==> config.mk <==
export PLATFORM = sky130hd
export DESIGN_NAME = plic_core
export DESIGN_NICKNAME = d
export VERILOG_FILES = /design/src/rtl/plic_pkg.sv /design/src/rtl/plic_gateway.sv /design/src/rtl/plic_core.sv
export SDC_FILE = /design/constraint.sdc
export NUM_CORES = 1
export LEC_CHECK = 0
export BUFFER_PORTS_ARGS = -buffer_cell sky130_fd_sc_hd__buf_4
export CAP_MARGIN = 30
export CORE_MARGIN = 2
export CORE_UTILIZATION = 30
export DETAILED_ROUTE_END_ITERATION = 10
export GPL_TIMING_DRIVEN = 0
export HOLD_SLACK_MARGIN = 0.02
export SYNTH_ARGS = -nofsm -noshare
export SYNTH_HDL_FRONTEND = slang
export SYNTH_HIERARCHICAL = 1
export SYNTH_SLANG_ARGS = --single-unit
==> constraint.sdc <==
create_clock -name clk -period 10.1 [get_ports clk]
set_input_delay 1.01 -clock clk [delete_from_list [all_inputs] [get_ports clk]]
set_output_delay 1.01 -clock clk [all_outputs]
set_load 0.005 [all_outputs]
==> src/rtl/plic_pkg.sv <==
// Shared constants and types for the platform-level interrupt controller.
package plic_pkg;
   localparam int N_SRC_DEF  = 8;
   localparam int PRIO_W_DEF = 3;

   localparam logic [21:0] PRIO_BASE   = 22'h000000;
   localparam logic [21:0] PENDING_OFF = 22'h001000;
   localparam logic [21:0] ENABLE_OFF  = 22'h002000;
   localparam logic [21:0] THRESH_OFF  = 22'h200000;
   localparam logic [21:0] CLAIM_OFF   = 22'h200004;

   typedef logic [PRIO_W_DEF-1:0] prio_t;
endpackage

==> src/rtl/plic_gateway.sv <==
// Per-source gateway: input synchronizer plus pending and in-flight flops.
module plic_gateway #(
   parameter int SYNC_STAGES = 2
) (
   input  logic clk,
   input  logic rst_n,
   input  logic src,
   input  logic claim_hit,
   input  logic complete_hit,
   output logic pending
);
   logic [SYNC_STAGES-1:0] sync_q;
   logic                   inflight;

   always_ff @(posedge clk or negedge rst_n) begin
      if (!rst_n) begin
         sync_q <= '0;
      end else begin
         sync_q[0] <= src;
         for (int k = 1; k < SYNC_STAGES; k++)
            sync_q[k] <= sync_q[k-1];
      end
   end

   // A claim beats a same-cycle set; inflight then blocks re-pending.
   always_ff @(posedge clk or negedge rst_n) begin
      if (!rst_n) begin
         pending  <= 1'b0;
         inflight <= 1'b0;
      end else begin
         if (claim_hit)
            pending <= 1'b0;
         else if (sync_q[SYNC_STAGES-1] && !inflight)
            pending <= 1'b1;

         if (claim_hit)
            inflight <= 1'b1;
         else if (complete_hit)
            inflight <= 1'b0;
      end
   end
endmodule

==> src/rtl/plic_core.sv <==
// Single-context PLIC: register file, arbitration, bus decode, irq_ext flop.
module plic_core
   import plic_pkg::*;
#(
   parameter int N_SRC       = N_SRC_DEF,
   parameter int PRIO_W      = PRIO_W_DEF,
   parameter int SYNC_STAGES = 2
) (
   input  logic             clk,
   input  logic             rst_n,
   input  logic [N_SRC-1:0] irq_src,
   input  logic             req,
   input  logic             we,
   input  logic [21:0]      addr,
   input  logic [31:0]      wdata,
   output logic [31:0]      rdata,
   output logic             ack,
   output logic             irq_ext
);
   localparam int ID_W = $clog2(N_SRC + 1);

   logic [PRIO_W-1:0] prio_q [1:N_SRC];
   logic [N_SRC:1]    enable_q;
   logic [PRIO_W-1:0] thresh_q;
   logic [N_SRC:1]    pend;
   logic [N_SRC:1]    claim_hit;
   logic [N_SRC:1]    complete_hit;
   logic [PRIO_W-1:0] best;
   logic [ID_W-1:0]   win_id;
   logic [9:0]        prio_idx;
   logic [31:0]       rd_mux;
   logic              rd, wr;
   logic              sel_prio, sel_pend, sel_en, sel_thr, sel_claim;

   assign rd        = req && !we;
   assign wr        = req && we;
   assign prio_idx  = addr[11:2];
   assign sel_prio  = (addr[21:12] == PRIO_BASE[21:12]) && (addr[1:0] == 2'b00);
   assign sel_pend  = (addr == PENDING_OFF);
   assign sel_en    = (addr == ENABLE_OFF);
   assign sel_thr   = (addr == THRESH_OFF);
   assign sel_claim = (addr == CLAIM_OFF);

   // Starting from the threshold makes "> threshold" and "> best" one test.
   always_comb begin
      best   = thresh_q;
      win_id = '0;
      for (int i = 1; i <= N_SRC; i++) begin
         if (pend[i] && enable_q[i] && prio_q[i] > best) begin
            best   = prio_q[i];
            win_id = ID_W'(i);
         end
      end
   end

   for (genvar g = 1; g <= N_SRC; g++) begin : g_gw
      assign claim_hit[g]    = rd && sel_claim && (win_id == ID_W'(g));
      assign complete_hit[g] = wr && sel_claim && (wdata == 32'(g));

      plic_gateway #(
         .SYNC_STAGES (SYNC_STAGES)
      ) u_gw (
         .clk          (clk),
         .rst_n        (rst_n),
         .src          (irq_src[g-1]),
         .claim_hit    (claim_hit[g]),
         .complete_hit (complete_hit[g]),
         .pending      (pend[g])
      );
   end

   always_comb begin
      rd_mux = '0;
      unique case (1'b1)
         sel_prio: begin
            for (int i = 1; i <= N_SRC; i++)
               if (prio_idx == 10'(i))
                  rd_mux = 32'(prio_q[i]);
         end
         sel_pend:  rd_mux = 32'({pend, 1'b0});
         sel_en:    rd_mux = 32'({enable_q, 1'b0});
         sel_thr:   rd_mux = 32'(thresh_q);
         sel_claim: rd_mux = 32'(win_id);
         default:   rd_mux = '0;
      endcase
   end

   always_ff @(posedge clk or negedge rst_n) begin
      if (!rst_n) begin
         for (int i = 1; i <= N_SRC; i++)
            prio_q[i] <= '0;
         enable_q <= '0;
         thresh_q <= '0;
      end else if (wr) begin
         if (sel_prio)
            for (int i = 1; i <= N_SRC; i++)
               if (prio_idx == 10'(i))
                  prio_q[i] <= wdata[PRIO_W-1:0];
         if (sel_en)
            enable_q <= wdata[N_SRC:1];
         if (sel_thr)
            thresh_q <= wdata[PRIO_W-1:0];
      end
   end

   always_ff @(posedge clk or negedge rst_n) begin
      if (!rst_n) begin
         ack     <= 1'b0;
         rdata   <= '0;
         irq_ext <= 1'b0;
      end else begin
         ack     <= req;
         rdata   <= rd ? rd_mux : '0;
         irq_ext <= (win_id != '0);
      end
   end
endmodule

### Word-level counts from Yosys, hierarchy flattened

Index checks and enable logic that the tools add are counted.

* register bits: 101
* bits of input ports: 66
* logic and storage cells: 213
* output and inout bits: 34

* multiplexer cells: 57
* reduce and logical (&&, ||, !) cells: 83
* magnitude comparators: 8
* equality and inequality tests: 28

Operators by type and width (number)
* 2-to-1 mux 32 bit: 8
* case mux 32 bit (5 select lines): 1
* == test 32 x 3 -> 1 bit (second input constant): 4
* == test 32 x 2 -> 1 bit (second input constant): 2
* logical AND 1 bit: 45
* == test 22 bit (second input constant): 2
* == test 10 x 3 -> 1 bit (second input constant): 4
* 2-to-1 mux 1 bit: 33
* == test 32 x 1 -> 1 bit (second input constant): 1
* == test 32 x 4 -> 1 bit (second input constant): 1
* nonzero test 2 bit: 16
* 2-to-1 mux 3 bit: 9
* > comparator 3 bit: 8
* AND reduction 3 bit: 8
* == test 22 x 13 -> 1 bit (second input constant): 1
* == test 22 x 14 -> 1 bit (second input constant): 1
* == test 10 x 2 -> 1 bit (second input constant): 2
* == test 4 x 3 -> 1 bit (second input constant): 4
* 2-to-1 mux 4 bit: 4
* == test 10 x 1 -> 1 bit (second input constant): 1
* == test 10 x 4 -> 1 bit (second input constant): 1
* logical NOT 10 bit: 1
* logical NOT 1 bit: 9
* == test 4 x 2 -> 1 bit (second input constant): 2
* 6 further kinds: 8

### Longest topological paths before layout

* depth in word-level cells: 27
* mapped depth: 58
* depth with buffers taken out: 58

### Cells and area by module

Netlist, hierarchy kept.

Modules (own cells, without submodules)
* plic_core: area an instance 3756.1 µm², sequential area each 1151.1 µm², cells each 417, instances 1
* plic_gateway: area an instance 131.4 µm², sequential area each 100.1 µm², cells each 9, instances 8

### Worst setup path before layout

Ideal clock, no wire load.

* path type: reg-to-reg
* start: register prio_q[22] in the netlist's numbering
* end: register g_gw[2].u_gw.inflight
* period minus slack after synthesis: 10.688 ns
* data required time: 10.038 ns
* setup time: 0.062 ns
* setup slack: -0.588 ns
* buffers on the path: 0
* cell stages (with the launch flop): 55
* arrival: 10.626 ns
* cells stage by stage: dfrtp_1 -> ha_1 -> nor2b_4 -> o311a_4 -> nand2_2 -> nand2_1 -> o21ai_0 -> ha_1 -> or3b_2 -> nand2_1 -> a21oi_1 -> o21bai_1 -> a22oi_1 -> mux2_4 -> ha_1 -> nor2_1 -> maj3_1 -> o21ai_0 -> [19 not listed] -> a211oi_2 -> nor3_4 -> mux2i_1 -> ha_1 -> nor2b_1 -> o21ai_0 -> nand2b_1 -> nand4_1 -> mux2_2 -> ha_1 -> a21o_1 -> a21oi_1 -> a311oi_1 -> nor2b_1 -> nand2_1 -> or4_4 -> nor2_1 -> a21o_2

* cells in the longest elaborated chain, start to end: 27
* elaborated cells between the ends (all ways): 35
* classes of those cells: 8 x order compare; 1 x eq/ne; 16 x mux; 10 x reduce/logical

Ends and longest elaborated chain
* from (decl): RTL line plic_core.sv:22 `logic [PRIO_W-1:0] prio_q [1:N_SRC];`
* from (signal, indexed assignment): RTL line plic_core.sv:98 `prio_q[i] <= wdata[PRIO_W-1:0];`
* > comparator 3 bit: RTL line plic_core.sv:49 `if (pend[i] && enable_q[i] && prio_q[i] > best) begin`
* logical AND 1 bit: RTL line plic_core.sv:49
* 2-to-1 mux 3 bit: RTL line plic_core.sv:49
* > comparator 3 bit: RTL line plic_core.sv:49
* logical AND 1 bit: RTL line plic_core.sv:49
* 2-to-1 mux 3 bit: RTL line plic_core.sv:49
* > comparator 3 bit: RTL line plic_core.sv:49
* logical AND 1 bit: RTL line plic_core.sv:49
* [12 not listed]
* 2-to-1 mux 3 bit: RTL line plic_core.sv:49
* > comparator 3 bit: RTL line plic_core.sv:49
* logical AND 1 bit: RTL line plic_core.sv:49
* 2-to-1 mux 4 bit *: RTL line plic_core.sv:49
* == test 4 x 2 -> 1 bit *: RTL line plic_core.sv:57 `assign claim_hit[g] = rd && sel_claim && (win_id == ID_W'(g));`
* logical AND 1 bit *: RTL line plic_core.sv:57
* net claim_hit, one bit: RTL line plic_core.sv:26 `logic [N_SRC:1] claim_hit;`
* 2-to-1 mux 1 bit or nonzero test 2 bit (tied branches)
* to (signal assigned): RTL line plic_gateway.sv:29 `inflight <= 1'b0;`
* to (signal assigned): RTL line plic_gateway.sv:37 `inflight <= 1'b1;`
* to (signal assigned): RTL line plic_gateway.sv:39 `inflight <= 1'b0;`
* to (decl): RTL line plic_gateway.sv:13 `logic inflight;`

The timed path passes the listed nets; every way through them passes the cells marked *.
A chain may end at the register's enable or synchronous reset.

### Final worst setup path

* start: register thresh_q[1]
* end: register g_gw[3].u_gw.inflight

* cells in the longest elaborated chain, start to end: 27
* elaborated cells between the ends (all ways): 35
* classes of those cells: 8 x order compare; 1 x eq/ne; 16 x mux; 10 x reduce/logical

Ends and longest elaborated chain
* from (decl): RTL line plic_core.sv:24 `logic [PRIO_W-1:0] thresh_q;`
* from (signal assigned): RTL line plic_core.sv:102 `thresh_q <= wdata[PRIO_W-1:0];`
* > comparator 3 bit: RTL line plic_core.sv:49
* logical AND 1 bit: RTL line plic_core.sv:49
* 2-to-1 mux 3 bit: RTL line plic_core.sv:49
* > comparator 3 bit: RTL line plic_core.sv:49
* logical AND 1 bit: RTL line plic_core.sv:49
* 2-to-1 mux 3 bit: RTL line plic_core.sv:49
* > comparator 3 bit: RTL line plic_core.sv:49
* logical AND 1 bit: RTL line plic_core.sv:49
* [12 not listed]
* 2-to-1 mux 3 bit: RTL line plic_core.sv:49
* > comparator 3 bit: RTL line plic_core.sv:49
* logical AND 1 bit: RTL line plic_core.sv:49
* 2-to-1 mux 4 bit *: RTL line plic_core.sv:49
* == test 4 x 2 -> 1 bit *: RTL line plic_core.sv:57
* logical AND 1 bit *: RTL line plic_core.sv:57
* net claim_hit, one bit: RTL line plic_core.sv:26
* 2-to-1 mux 1 bit or nonzero test 2 bit (tied branches)
* to (signal assigned): RTL line plic_gateway.sv:29
* to (signal assigned): RTL line plic_gateway.sv:37
* to (signal assigned): RTL line plic_gateway.sv:39
* to (decl): RTL line plic_gateway.sv:13

Marked as above.

==> impl_metrics.toml <==
[synth]
synthTopCellsByCount = "dfrtp_1 (78), nor2_1 (42), nand2_1 (37)"
ys_seq_area_share_pct = 40.6
synth_top_area_cell = "dfrtp_1"
yosysWarnings = 6
synth_edf_count = 0
synth_top_area_share_pct = 40.6
postSynthCellCount = 489
ys_seq_elements = 78
synth_area_per_cell_sq_um = 9.83
synth_area_sq_mm = 0.00481
synth.distinct_cells = 70
synth_flop_cell = "dfrtp_1"
yosys-top-cells-area = "dfrtp_1 (41%), mux2_2 (8.4%), ha_1 (3.6%)"
synth.most_common_cell = "dfrtp_1"
async_flop_share_pct = 100

[worst_hold_path]
min_to = "g_gw[7].u_gw/sync_q[1]"
hp-start = "g_gw[7].u_gw/sync_q[0]"
hold_class = "reg -> reg"
whs_path_depth = 0

[detailed_routing]
wl_microns = 14500
first_iter_violations = 532
drt_first_pass_iters = 5
avgViaCountPerCell = 5.10
vias = 4451
drc = 0
postRouteAntennaNets = 0
wl_per_cell_microns = 16.6

[timing]
fin_skew_ps = 8.07
hold_violations = 0
timing.fmax_mhz = 94.5
fin_ws_ps = -478
slew_headroom_pct = 33.5
drv_slew = 0
max_slew.worst_pin.slew_ps = 984
fin_crit_sh_pct = 105
rsz0062_at_grt = "yes"
fin_crit_ps = 10580
tns_ps = -5460
setup_viol = 20

[worst_setup_path]
r2r_cells = 56
r2r-end = "g_gw[3].u_gw/inflight"
cpPeakStageDelay_ps = 530
reg2reg_from = "thresh_q[1]"
critPathKind = "reg -> reg"
cp-start-kind = "register"
cp_slowest_cell = "or4_4"
worstPathArrival_ps = 10860
cp-startpoint = "thresh_q[1]"
reg2reg_slack_ps = -480
worstPathMaxFanout = 4
end_kind = "register"
cp_common_cell = "ha_4"
cp.required_ps = 10380

[floorplan]
start_util_pct = 30.5
die-area_sq_mm = 0.0171
fp.dieW_microns = 131
rows = 46
die_y_microns = 131
core_area_sq_mm = 0.0158
ios = 100

[grt]
grtUsageMet2_pct = 29.7
grt_busiest_layer = "met2"
antenna_found_initial = 0
grt_use_total_pct = 17.0
overflow = 0
grt_pass1_vias = 4371
use_met3_pct = 2.08
grt_pass1_wl_microns = 22300
grt_max_degree = 79
grtUsageMet1_pct = 21.1

[cells_and_area]
nets = 732
areaGrowthSynthToFinish_pct = 42.7
instances_no_fill = 873
nFillCells = 1506
fin_area_sq_mm = 0.00686
drive_above_1_share_pct = 46.4
n_antenna_cell = 0

[outcome]
violations = "setup timing"
outcome = "complete, but fails checks"

[power]
total_power_uw = 717
power.leakage_uw = 0.00312
irDropWorstVdd_mv = 0.103
power_density_mw_per_mm2 = 105

[clock_network]
cts-root-buf = "clkbuf_16"
hold_buffers = 0
cts.htree.levels = 3
insertion_delay_ps = 340
cts_tree = "built"
cts_buffers = 9
clk_pin_slew_ps = 60
clockBufferDepth = 2
clkSinkCount = 78

[place]
numPortBuffers = 74
hpwl_microns = 10300
dp.cells = 802
gp_congestion = 0.949
post-place-ws_ps = -1400
placed_area_sq_mm = 0.00583

[run]
drv_cap = 0
==> timing repair <==
action	4_1_cts	5_1_grt
pin swaps	36	21
buffers inserted	51	9
resized for setup	43	21
endpoints found under the setup margin	21	21
==> report_power, final <==
part           internal (uW)  total [uW]  switching (uW)
sequential               316         317           0.885
combinational           26.1        50.2            24.1
clock                    223         350             127
==> layer usage <==
metal | vias up | part of all wire (%)
met5 | - | 0
met2 | 197 | 51
li1 | 2059 | -
met1 | 2156 | 40
met3 | 39 | 6.6
met4 | 0 | 2.9
==> through the flow <==
stage	hold slack, ps	utilization [%]
after global routing	349	43.5
after floorplan	331	-
after global placement	334	36.9
final	346	43.5
after CTS	348	42.7
after detailed placement	335	37.0
==> flip-flops by register name (all words and copies together) (netlist names) <==
| signal | cells |
|---|---|
| g_gw.u_gw/inflight | 8 |
| irq_ext | 1 |
| enable_q | 8 |
| thresh_q | 3 |
| g_gw.u_gw/sync_q | 16 |
| prio_q | 24 |
| ack | 1 |
| rdata | 9 |
| g_gw.u_gw/pending | 8 |
==> worst max-delay path: cells and delay by family, from the launching register on <==
| kind | cells | cell delay [ps] |
|---|---|---|
| muxes | 5 | 1630 |
| AOI/OAI and AO/OA | 19 | 2960 |
| adders and majority gates | 9 | 2420 |
| buffers and inverters | 2 | 210 |
| DFF | 1 | 430 |
| and+or+nand+nor | 21 | 2840 |
==> cell usage in the layout, fill, tap and decap left out, types with 6 or more instances in the layout <==
master	instances
o21ai_0	15
a21o_2	9
a22oi_1	12
ha_4	7
clkbuf_1	9
nand3_1	13
a21oi_2	14
and3_1	6
nor2_1	32
nor2_4	6
nor3_1	9
mux2_4	6
nor4_1	13
clkbuf_16	9
mux2_2	32
dfrtp_1	75
inv_1	29
nand2b_1	12
nand2_1	33
conb_1	23
buf_4	148
ha_1	6
==> worst max-delay path by stage <==
stage | cells after the start | endpoint
2_1_floorplan | 55 | g_gw[3].u_gw/inflight
3_3_place_gp | 54 | g_gw[4].u_gw/inflight
3_5_place_dp | 55 | g_gw[3].u_gw/inflight
4_1_cts | 56 | g_gw[3].u_gw/inflight
5_1_grt | 56 | g_gw[3].u_gw/inflight
6_report | 56 | g_gw[3].u_gw/inflight
==> logic make-up after synthesis <==
family	share of synthesized area, %
flops	40.6
other cells	0.0780
compound gates	18.4
simple gates	19.4
fa+ha+maj	3.85
mux	10.8
buf+inv	6.92
==> final cells by class <==
| type | count | area (sq um) | share of cell area, % |
|---|---|---|---|
| buffer | 33 | 213 | 3.10 |
| clock buffer | 11 | 243 | 3.54 |
| clock inverter | 5 | 82.6 | 1.20 |
| inverter | 32 | 120 | 1.75 |
| multi-input combinational | 368 | 2960 | 43.2 |
| sequential | 78 | 1960 | 28.5 |
| tap | 216 | 270 | 3.94 |
| timing repair buffer | 130 | 1010 | 14.8 |
(Power assumes the default switching activity.)
